**src/rtl/osl_tx_fifo_pkg.sv**
```systemverilog
// Shared definitions for the OSL transmit path.
//   OSL_WORDSZ   - link data word width, common to osl_rxtx and both FIFOs
//   OSL_CLKPHASE - clock phase selection shared with osl_rxtx
//   osl_txf_*    - encodings of the transmit-FIFO link state machine
package osl_tx_fifo_pkg;

  localparam int OSL_WORDSZ   = 32;
  localparam int OSL_CLKPHASE = 0;

  typedef enum logic [1:0] {
    osl_txf_idle  = 2'd0,
    osl_txf_pulse = 2'd1,
    osl_txf_hold  = 2'd2
  } osl_txf_state_e;

endpackage

```
**src/rtl/osl_tx_fifo_fifo.sv**
```systemverilog
// osl_fifo: circular-buffer FIFO shared by the OSL TX and RX sides.
// Ports:
//   clk, resetb        - clock, synchronous active-low reset
//   wr_i, wdata_i      - push strobe and data (ignored while full)
//   rd_i, rdata_o      - pop strobe (ignored while empty), head word (show-ahead)
//   full_o, empty_o    - registered status flags
//   level_o            - registered occupancy, 0..DEPTH
// DEPTH must be a power of two in 2..256.
module osl_fifo #(
  parameter int WORDSZ = 32,
  parameter int DEPTH  = 8
) (
  input  logic                     clk,
  input  logic                     resetb,
  input  logic                     wr_i,
  input  logic [WORDSZ-1:0]        wdata_i,
  input  logic                     rd_i,
  output logic [WORDSZ-1:0]        rdata_o,
  output logic                     full_o,
  output logic                     empty_o,
  output logic [$clog2(DEPTH):0]   level_o
);

  localparam int AW = $clog2(DEPTH);

  logic [WORDSZ-1:0] mem_q [DEPTH];

  // Pointers carry one wrap bit above the index so full and empty are
  // distinguishable when the indices coincide.
  logic [AW:0] wptr_q, wptr_d;
  logic [AW:0] rptr_q, rptr_d;
  logic [AW:0] level_q, level_d;
  logic        full_q, full_d;
  logic        empty_q, empty_d;
  logic        do_wr, do_rd;

  // Acceptance looks only at the registered flags, so a push into a full
  // FIFO is rejected even when a pop frees a slot on the same edge.
  assign do_wr = wr_i & ~full_q;
  assign do_rd = rd_i & ~empty_q;

  always_comb begin
    wptr_d  = do_wr ? wptr_q + 1'b1 : wptr_q;
    rptr_d  = do_rd ? rptr_q + 1'b1 : rptr_q;
    // Modular difference of the extended pointers is the occupancy directly.
    level_d = wptr_d - rptr_d;
    empty_d = (wptr_d == rptr_d);
    full_d  = (wptr_d[AW-1:0] == rptr_d[AW-1:0]) && (wptr_d[AW] != rptr_d[AW]);
  end

  always_ff @(posedge clk) begin
    if (!resetb) begin
      wptr_q  <= '0;
      rptr_q  <= '0;
      level_q <= '0;
      full_q  <= 1'b0;
      empty_q <= 1'b1;
    end else begin
      wptr_q  <= wptr_d;
      rptr_q  <= rptr_d;
      level_q <= level_d;
      full_q  <= full_d;
      empty_q <= empty_d;
    end
  end

  // Storage is not reset; the pointers alone define what is valid.
  always_ff @(posedge clk) begin
    if (do_wr) begin
      mem_q[wptr_q[AW-1:0]] <= wdata_i;
    end
  end

  assign rdata_o = mem_q[rptr_q[AW-1:0]];
  assign full_o  = full_q;
  assign empty_o = empty_q;
  assign level_o = level_q;

endmodule

```
**src/rtl/osl_tx_fifo.sv**
```systemverilog
// osl_tx_fifo: buffers producer words and hands them to osl_rxtx one at a
// time.
// Ports:
//   clk, resetb                  - clock, synchronous active-low reset
//   in_wr, in_din                - producer write strobe and data
//   in_full, in_empty, in_level  - registered FIFO status
//   in_ovf                       - sticky: a write was attempted while full
//   link_dir                     - osl_rxtx host_dir (transmitter ready)
//   link_wr, link_din            - osl_rxtx host_wr pulse and registered data
//   dbg_state_o                  - current link state, for observation
//
// Link handshake: a word is popped and offered only when the FSM is IDLE,
// the FIFO is non-empty and link_dir=1 on that edge; link_wr is then high for
// exactly one cycle with link_din already valid. The FSM then sits in HOLD
// until the transmitter drops link_dir (it has taken the word) or HOLD_MAX+1
// cycles pass, and only then looks for a fresh link_dir=1. link_din holds its
// value until the next pop.
module osl_tx_fifo
  import osl_tx_fifo_pkg::*;
#(
  parameter int WORDSZ   = OSL_WORDSZ,
  parameter int DEPTH    = 8,
  parameter int HOLD_MAX = 15
) (
  input  logic                     clk,
  input  logic                     resetb,
  input  logic                     in_wr,
  input  logic [WORDSZ-1:0]        in_din,
  output logic                     in_full,
  output logic                     in_empty,
  output logic [$clog2(DEPTH):0]   in_level,
  output logic                     in_ovf,
  input  logic                     link_dir,
  output logic                     link_wr,
  output logic [WORDSZ-1:0]        link_din,
  output osl_txf_state_e           dbg_state_o
);

  localparam int HCW = (HOLD_MAX > 0) ? $clog2(HOLD_MAX + 1) : 1;
  localparam logic [HCW-1:0] HOLD_LAST = HCW'(HOLD_MAX);

  osl_txf_state_e    state_q, state_d;
  logic [HCW-1:0]    hold_cnt_q, hold_cnt_d;
  logic              link_wr_q, link_wr_d;
  logic [WORDSZ-1:0] link_din_q, link_din_d;
  logic              ovf_q, ovf_d;
  logic              pop;
  logic [WORDSZ-1:0] head;
  logic              fifo_full, fifo_empty;

  osl_fifo #(
    .WORDSZ (WORDSZ),
    .DEPTH  (DEPTH)
  ) u_fifo (
    .clk     (clk),
    .resetb  (resetb),
    .wr_i    (in_wr),
    .wdata_i (in_din),
    .rd_i    (pop),
    .rdata_o (head),
    .full_o  (fifo_full),
    .empty_o (fifo_empty),
    .level_o (in_level)
  );

  always_comb begin
    state_d    = state_q;
    hold_cnt_d = hold_cnt_q;
    pop        = 1'b0;
    unique case (state_q)
      osl_txf_idle: begin
        if (!fifo_empty && link_dir) begin
          pop     = 1'b1;
          state_d = osl_txf_pulse;
        end
      end
      osl_txf_pulse: begin
        state_d    = osl_txf_hold;
        hold_cnt_d = '0;
      end
      osl_txf_hold: begin
        if (!link_dir || hold_cnt_q == HOLD_LAST) begin
          state_d = osl_txf_idle;
        end else begin
          hold_cnt_d = hold_cnt_q + 1'b1;
        end
      end
      default: state_d = osl_txf_idle;
    endcase

    link_wr_d  = pop;
    link_din_d = pop ? head : link_din_q;
    ovf_d      = ovf_q | (in_wr & fifo_full);
  end

  always_ff @(posedge clk) begin
    if (!resetb) begin
      state_q    <= osl_txf_idle;
      hold_cnt_q <= '0;
      link_wr_q  <= 1'b0;
      link_din_q <= '0;
      ovf_q      <= 1'b0;
    end else begin
      state_q    <= state_d;
      hold_cnt_q <= hold_cnt_d;
      link_wr_q  <= link_wr_d;
      link_din_q <= link_din_d;
      ovf_q      <= ovf_d;
    end
  end

  assign in_full     = fifo_full;
  assign in_empty    = fifo_empty;
  assign in_ovf      = ovf_q;
  assign link_wr     = link_wr_q;
  assign link_din    = link_din_q;
  assign dbg_state_o = state_q;

endmodule

```
**config.mk**
```make
export PLATFORM = sky130hd
export DESIGN_NAME = osl_tx_fifo
export DESIGN_NICKNAME = d
export VERILOG_FILES = /design/src/rtl/osl_tx_fifo_pkg.sv /design/src/rtl/osl_tx_fifo_fifo.sv /design/src/rtl/osl_tx_fifo.sv
export SDC_FILE = /design/constraint.sdc
export NUM_CORES = 1
export LEC_CHECK = 0
export CORE_MARGIN = 1
export CORE_UTILIZATION = 50
export DETAILED_ROUTE_END_ITERATION = 8
export HOLD_SLACK_MARGIN = 0.15
export PLACE_DENSITY = 0.69
export SYNTH_ARGS = -nofsm -noshare
export SYNTH_HDL_FRONTEND = slang
export SYNTH_SLANG_ARGS = --single-unit
```
**constraint.sdc**
```tcl
create_clock -name clk -period 8 [get_ports clk]
set_input_delay 1.6 -clock clk [delete_from_list [all_inputs] [get_ports clk]]
set_output_delay 1.6 -clock clk [all_outputs]
set_load 0.05 [all_outputs]
```
**After elaboration in Yosys (flattened, before gate mapping)**

Memory sizes are Yosys's and may differ from the RTL's. A register that Yosys moved wholly into a read port is not among the register bits.
Cells that the tools add are included.

- Flip-flop bits (word level): 22
- Bits in writable memories: 256
- Input port bits: 36
- Output and inout port bits: 42
- Word-level logic and storage cells: 50
- Memories kept: 1

- Add/sub/neg operators: 4
- Equal/unequal tests: 9
- Multiplexer cells: 11
- Bitwise gates (word level): 6
- Reductions and logical operators: 10

Memories:

| memory | words | width | read ports | clocked after memory_dff | wr ports | line | source |
|---|---|---|---|---|---|---|---|
| u_fifo.mem_q | 8 | 32 | 1 | 1 | 1 | osl_tx_fifo_fifo.sv:26 | `logic [WORDSZ-1:0] mem_q [DEPTH];` |

Operators with widths:

| kind | number |
|---|---|
| $add A4 B1 Y4 const B | 3 |
| $mux W4 | 3 |
| $pmux W4 S2 | 1 |
| $ne A2 B2 Y1 const B | 3 |
| $pmux W2 S3 | 1 |
| $eq A4 B4 Y1 | 1 |
| $eq A4 B4 Y1 const B | 1 |
| $mux W1 | 4 |
| $mux W2 | 2 |
| $reduce_and A2 Y1 | 2 |
| $sub A4 B4 Y4 | 1 |
| $and A1 B1 Y1 | 3 |
| $eq A3 B3 Y1 | 1 |
| $logic_not A1 Y1 | 3 |
| $eq A2 B1 Y1 const B | 1 |
| $eq A2 B2 Y1 const B | 1 |
| $logic_and A1 B1 Y1 | 2 |
| $logic_not A2 Y1 | 1 |
| $not A1 Y1 | 2 |
| $reduce_bool A2 Y1 | 1 |
| $logic_or A1 B1 Y1 | 1 |
| $ne A1 B1 Y1 | 1 |
| $or A1 B1 Y1 | 1 |

**Depth between registers and ports, before layout**

- Word-level depth: 8
- Gate-level depth with buffers: 9
- Depth with buffers taken out: 8

**By module**

A second synthesis with hierarchy kept.

- Cells, all modules: 625
- Area total of the unflattened synthesis: 11,815.1 um2

Modules (own cells, without submodules):

| module | times used | cells each | area an instance (um2) | sequential area each (um2) |
|---|---|---|---|---|
| osl_fifo | 1 | 445 | 10,282.4 | 7,967.6 |
| osl_tx_fifo | 1 | 180 | 1,532.7 | 800.8 |

**Worst setup path before layout**

Ideal clock, no wire load.

- Path kind: input to register
- Start: input port in_wr
- End: memory u_fifo.mem_q[0][0] (enable)
- Setup time: 0.461 ns
- Data arrival time: 4.253 ns
- Data required time: 7.539 ns
- Slack: 3.286 ns
- Cell stages on the path: 3
- Buffers on the path: 0
- Path through: nor2b_1 > nand2b_1 > nor3_1

- Word-level cells in the longest chain between the ends: 3

Ends and longest elaborated chain:

| what | line | source |
|---|---|---|
| from (decl) | osl_tx_fifo.sv:27 | `input logic in_wr,` |
| $and A1 B1 Y1 | osl_tx_fifo_fifo.sv:39 | `assign do_wr = wr_i & ~full_q;` |
| $mux W1 | osl_tx_fifo_fifo.sv:69 | `if (do_wr) begin` |
| $mux W1 (not written as such) | osl_tx_fifo_fifo.sv:70 | `mem_q[wptr_q[AW-1:0]] <= wdata_i;` |
| to (decl) | osl_tx_fifo_fifo.sv:26 |  |

Every way passes these cells.

**Final worst setup path**

- Start: input port in_wr
- End: memory u_fifo.mem_q[1][31] (enable)

Same word-level chain as after synthesis.

==> flow_summary.ini <==
[die]
io_pins = 78
dieArea_mm2 = 0.0241
die_w_um = 155
die-height_um = 155
num_rows = 55
start_util = 0.513
coreArea_mm2 = 0.0228

[detailed_routing]
via_per_inst = 5.52
wirelength_mm = 20.9
route.antenna.remaining_nets = 0
vias = 5593
drc_errors = 0
drtPass1Iterations = 4
dr.first_iter.drc_count = 352
routedWlPerCell_um = 20.6

[clock_network]
root_buffer = clkbuf_16
cts_made_buffers = 31
clock-sinks = 310
cts_buffer_depth = 3
worstSkewPairLatency_ps = 540
postCtsSetupRepairBufs = 0
cts.clk_slew.worst_paths_ps = 60
cts-hold-fix-buffers = 0
cts_tree = done
htreeDepth = 1
cts_resized = 0

[global_routing]
grt_pass1_vias = 6035
grt-ovfl-total = 0
grt_pass1_wl_mm = 33.2
grt_max_degree = 69
antenna_found_initial = 0
grtUsageTotal = 0.182

[yosys]
synth_most_common_cell = edfxtp_1
synth_edf_count = 256
syn-cell-area_mm2 = 0.0117
synth_top_area_frac = 0.655
synth_top_family_by_area = multiplexers
synth-compound-area-share = 0.0374
synth-xor-area-share = 0.00651
postSynthAreaPerCell_um2 = 19.8
synth_seq_area_share = 0.748
synth_cell_types = 37
synth_seq_cells = 310
synthFlopType = edfxtp_1
async_reset_ff_frac = 0
synth_simple_gate_area_share = 0.0349
syn_inst = 592
synth.top_cells.by_count = edfxtp_1, mux4_2, dfxtp_1, nand2_1, mux2i_1
synth_fp_nets = 633
yosysWarnings = 0
ys_top_cells_by_area = edfxtp_1, mux4_2, dfxtp_1
yosys.area.top_type = edfxtp_1
synthMuxAreaShare = 0.155
synth_fa_ha_area_frac = 0.00725

[worst_setup_path]
cp-start-kind = input pin
crit_fanout = 32
crit_path_end_kind = register
crit_arrival_ps = 3700
critPathRequiredTime_ps = 8160
worstSetupPathType = in -> reg

[timing]
rsz0062_at_grt = false
max_freq_mhz = 282
relSlewSlack = 0.169
hold_viol_final = 0
min_period_over_period = 0.443
finalSetupTns_ps = 0
tightestPinTransition_ps = 1240
setup_violations = 0
drv_slew = 0
finClkSkew_ps = 6.75
fin_crit_ps = 3540

[pwr]
p_leak_nw = 4.67
power_density_mw_per_mm2 = 269
irDropWorstVdd_v = 0.000185

[placed_design]
placed_area_mm2 = 0.0129
dp_hpwl_mm = 11.5
gp_congestion = 0.749
port-buffer-count = 77

[final_layout]
drive_gt1_frac = 0.187
area_growth_pct = 18.1
fill_cells = 1686
final_area_mm2 = 0.0138
final_nets = 717
n_antenna_cell = 0

[hold_path]
worstHoldPathType = reg -> reg

[status]
status = completed

[flow_run]
max-cap-violations = 0
-- cells by family (layout without fill, tap and decap cells) --
kind of cell | Yosys count | after routing
xor+xnor | 7 | 7
flops | 310 | 310
mux | 101 | 101
buf+inv | 34 | 142
fa+ha+maj | 7 | 7
compound gates | 50 | 50
simple gates | 83 | 83
-- placed cells by master, fill, tap and decap left out, types with 3 or more instances in the layout --
| cell | n |
|---|---|
| edfxtp_1 | 256 |
| clkdlybuf4s50_1 | 76 |
| mux4_2 | 64 |
| dfxtp_1 | 51 |
| nand2_1 | 37 |
| mux2i_1 | 35 |
| o211a_1 | 33 |
| clkbuf_16 | 31 |
| and2_1 | 12 |
| clkinv_1 | 7 |
| clkbuf_1 | 7 |
| nor2_4 | 6 |
| nand3_1 | 6 |
| clkinv_2 | 6 |
| buf_4 | 6 |
| nor2b_1 | 5 |
| o21ai_0 | 5 |
| ha_1 | 5 |
| xnor2_1 | 4 |
| nand2b_1 | 4 |
| clkbuf_8 | 4 |
| nor3_1 | 3 |
| a21oi_1 | 3 |
-- state kept, by name, indices dropped and copies added (netlist names) --
signal / count
u_fifo.mem_q: 256
link_din: 32
hold_cnt_q: 4
u_fifo.level_o: 4
u_fifo.rptr_q: 4
u_fifo.wptr_q: 4
dbg_state_o: 2
in_ovf: 1
link_wr: 1
u_fifo.empty_o: 1
u_fifo.full_o: 1
-- critical path, cell delays in order --
cell and delay, ps:
clkdlybuf4s50_1 540, nor2b_1 350, nand2b_1 300, nor2_4 900
-- layer usage --
metal	routed length [µm]	track usage	part of all wire	up-vias
li1	-	-	-	2558
met4	482	0.0504	0.023	0
met1	8870	0.240	0.43	2871
met3	885	0.0273	0.042	37
met5	0	0	0	-
met2	10600	0.316	0.51	127
-- power breakdown --
part / internal (mW) / total [mW] / leakage [nW] / switching (mW)
clock network: 0.807 / 1.37 / 0.482 / 0.566
logic: 0.211 / 0.487 / 1.42 / 0.276
registers: 1.82 / 1.86 / 2.77 / 0.0451
total: 2.84 / 3.72 / 4.67 / 0.887
-- per-stage QoR --
| stage | hold WS, ps | power, mW | utilization | std cells | setup WS [ps] |
|---|---|---|---|---|---|
| 3_5_place_dp | 484 | 2.39 | 0.564 | 956 | 3880 |
| 6_report | 495 | 3.72 | 0.606 | 1013 | 4460 |
| 4_1_cts | 500 | 3.76 | 0.606 | 1013 | 4440 |
| 3_3_place_gp | 480 | 2.38 | 0.564 | 956 | 3930 |
| 2_1_floorplan | 524 | 2.23 | - | 592 | 3290 |
| 5_1_grt | 512 | 3.85 | 0.606 | 1013 | 4310 |
-- cell type report --
class                           count  area [µm²]  share of cell area
Clock inverter                     15         116             0.00840
Multi-Input combinational cell    248        2890               0.209
Timing Repair Buffer               83         811              0.0585
Tap cell                          313         392              0.0283
Inverter                            2        7.51            0.000542
Sequential cell                   310        8780               0.634
Clock buffer                       42         857              0.0619
-- worst paths after layout --
kind | start | endpoint | slack, ps | depth (start not counted)
max | in_wr | u_fifo.mem_q[1][31] | 4460 | 4
min | in_ovf | in_ovf | 500 | 2
max reg2reg | u_fifo.rptr_q[0] | link_din[9] | 5300 | 5
min reg2reg | in_ovf | in_ovf | 500 | 2
Power figures use the tool's default switching activity.
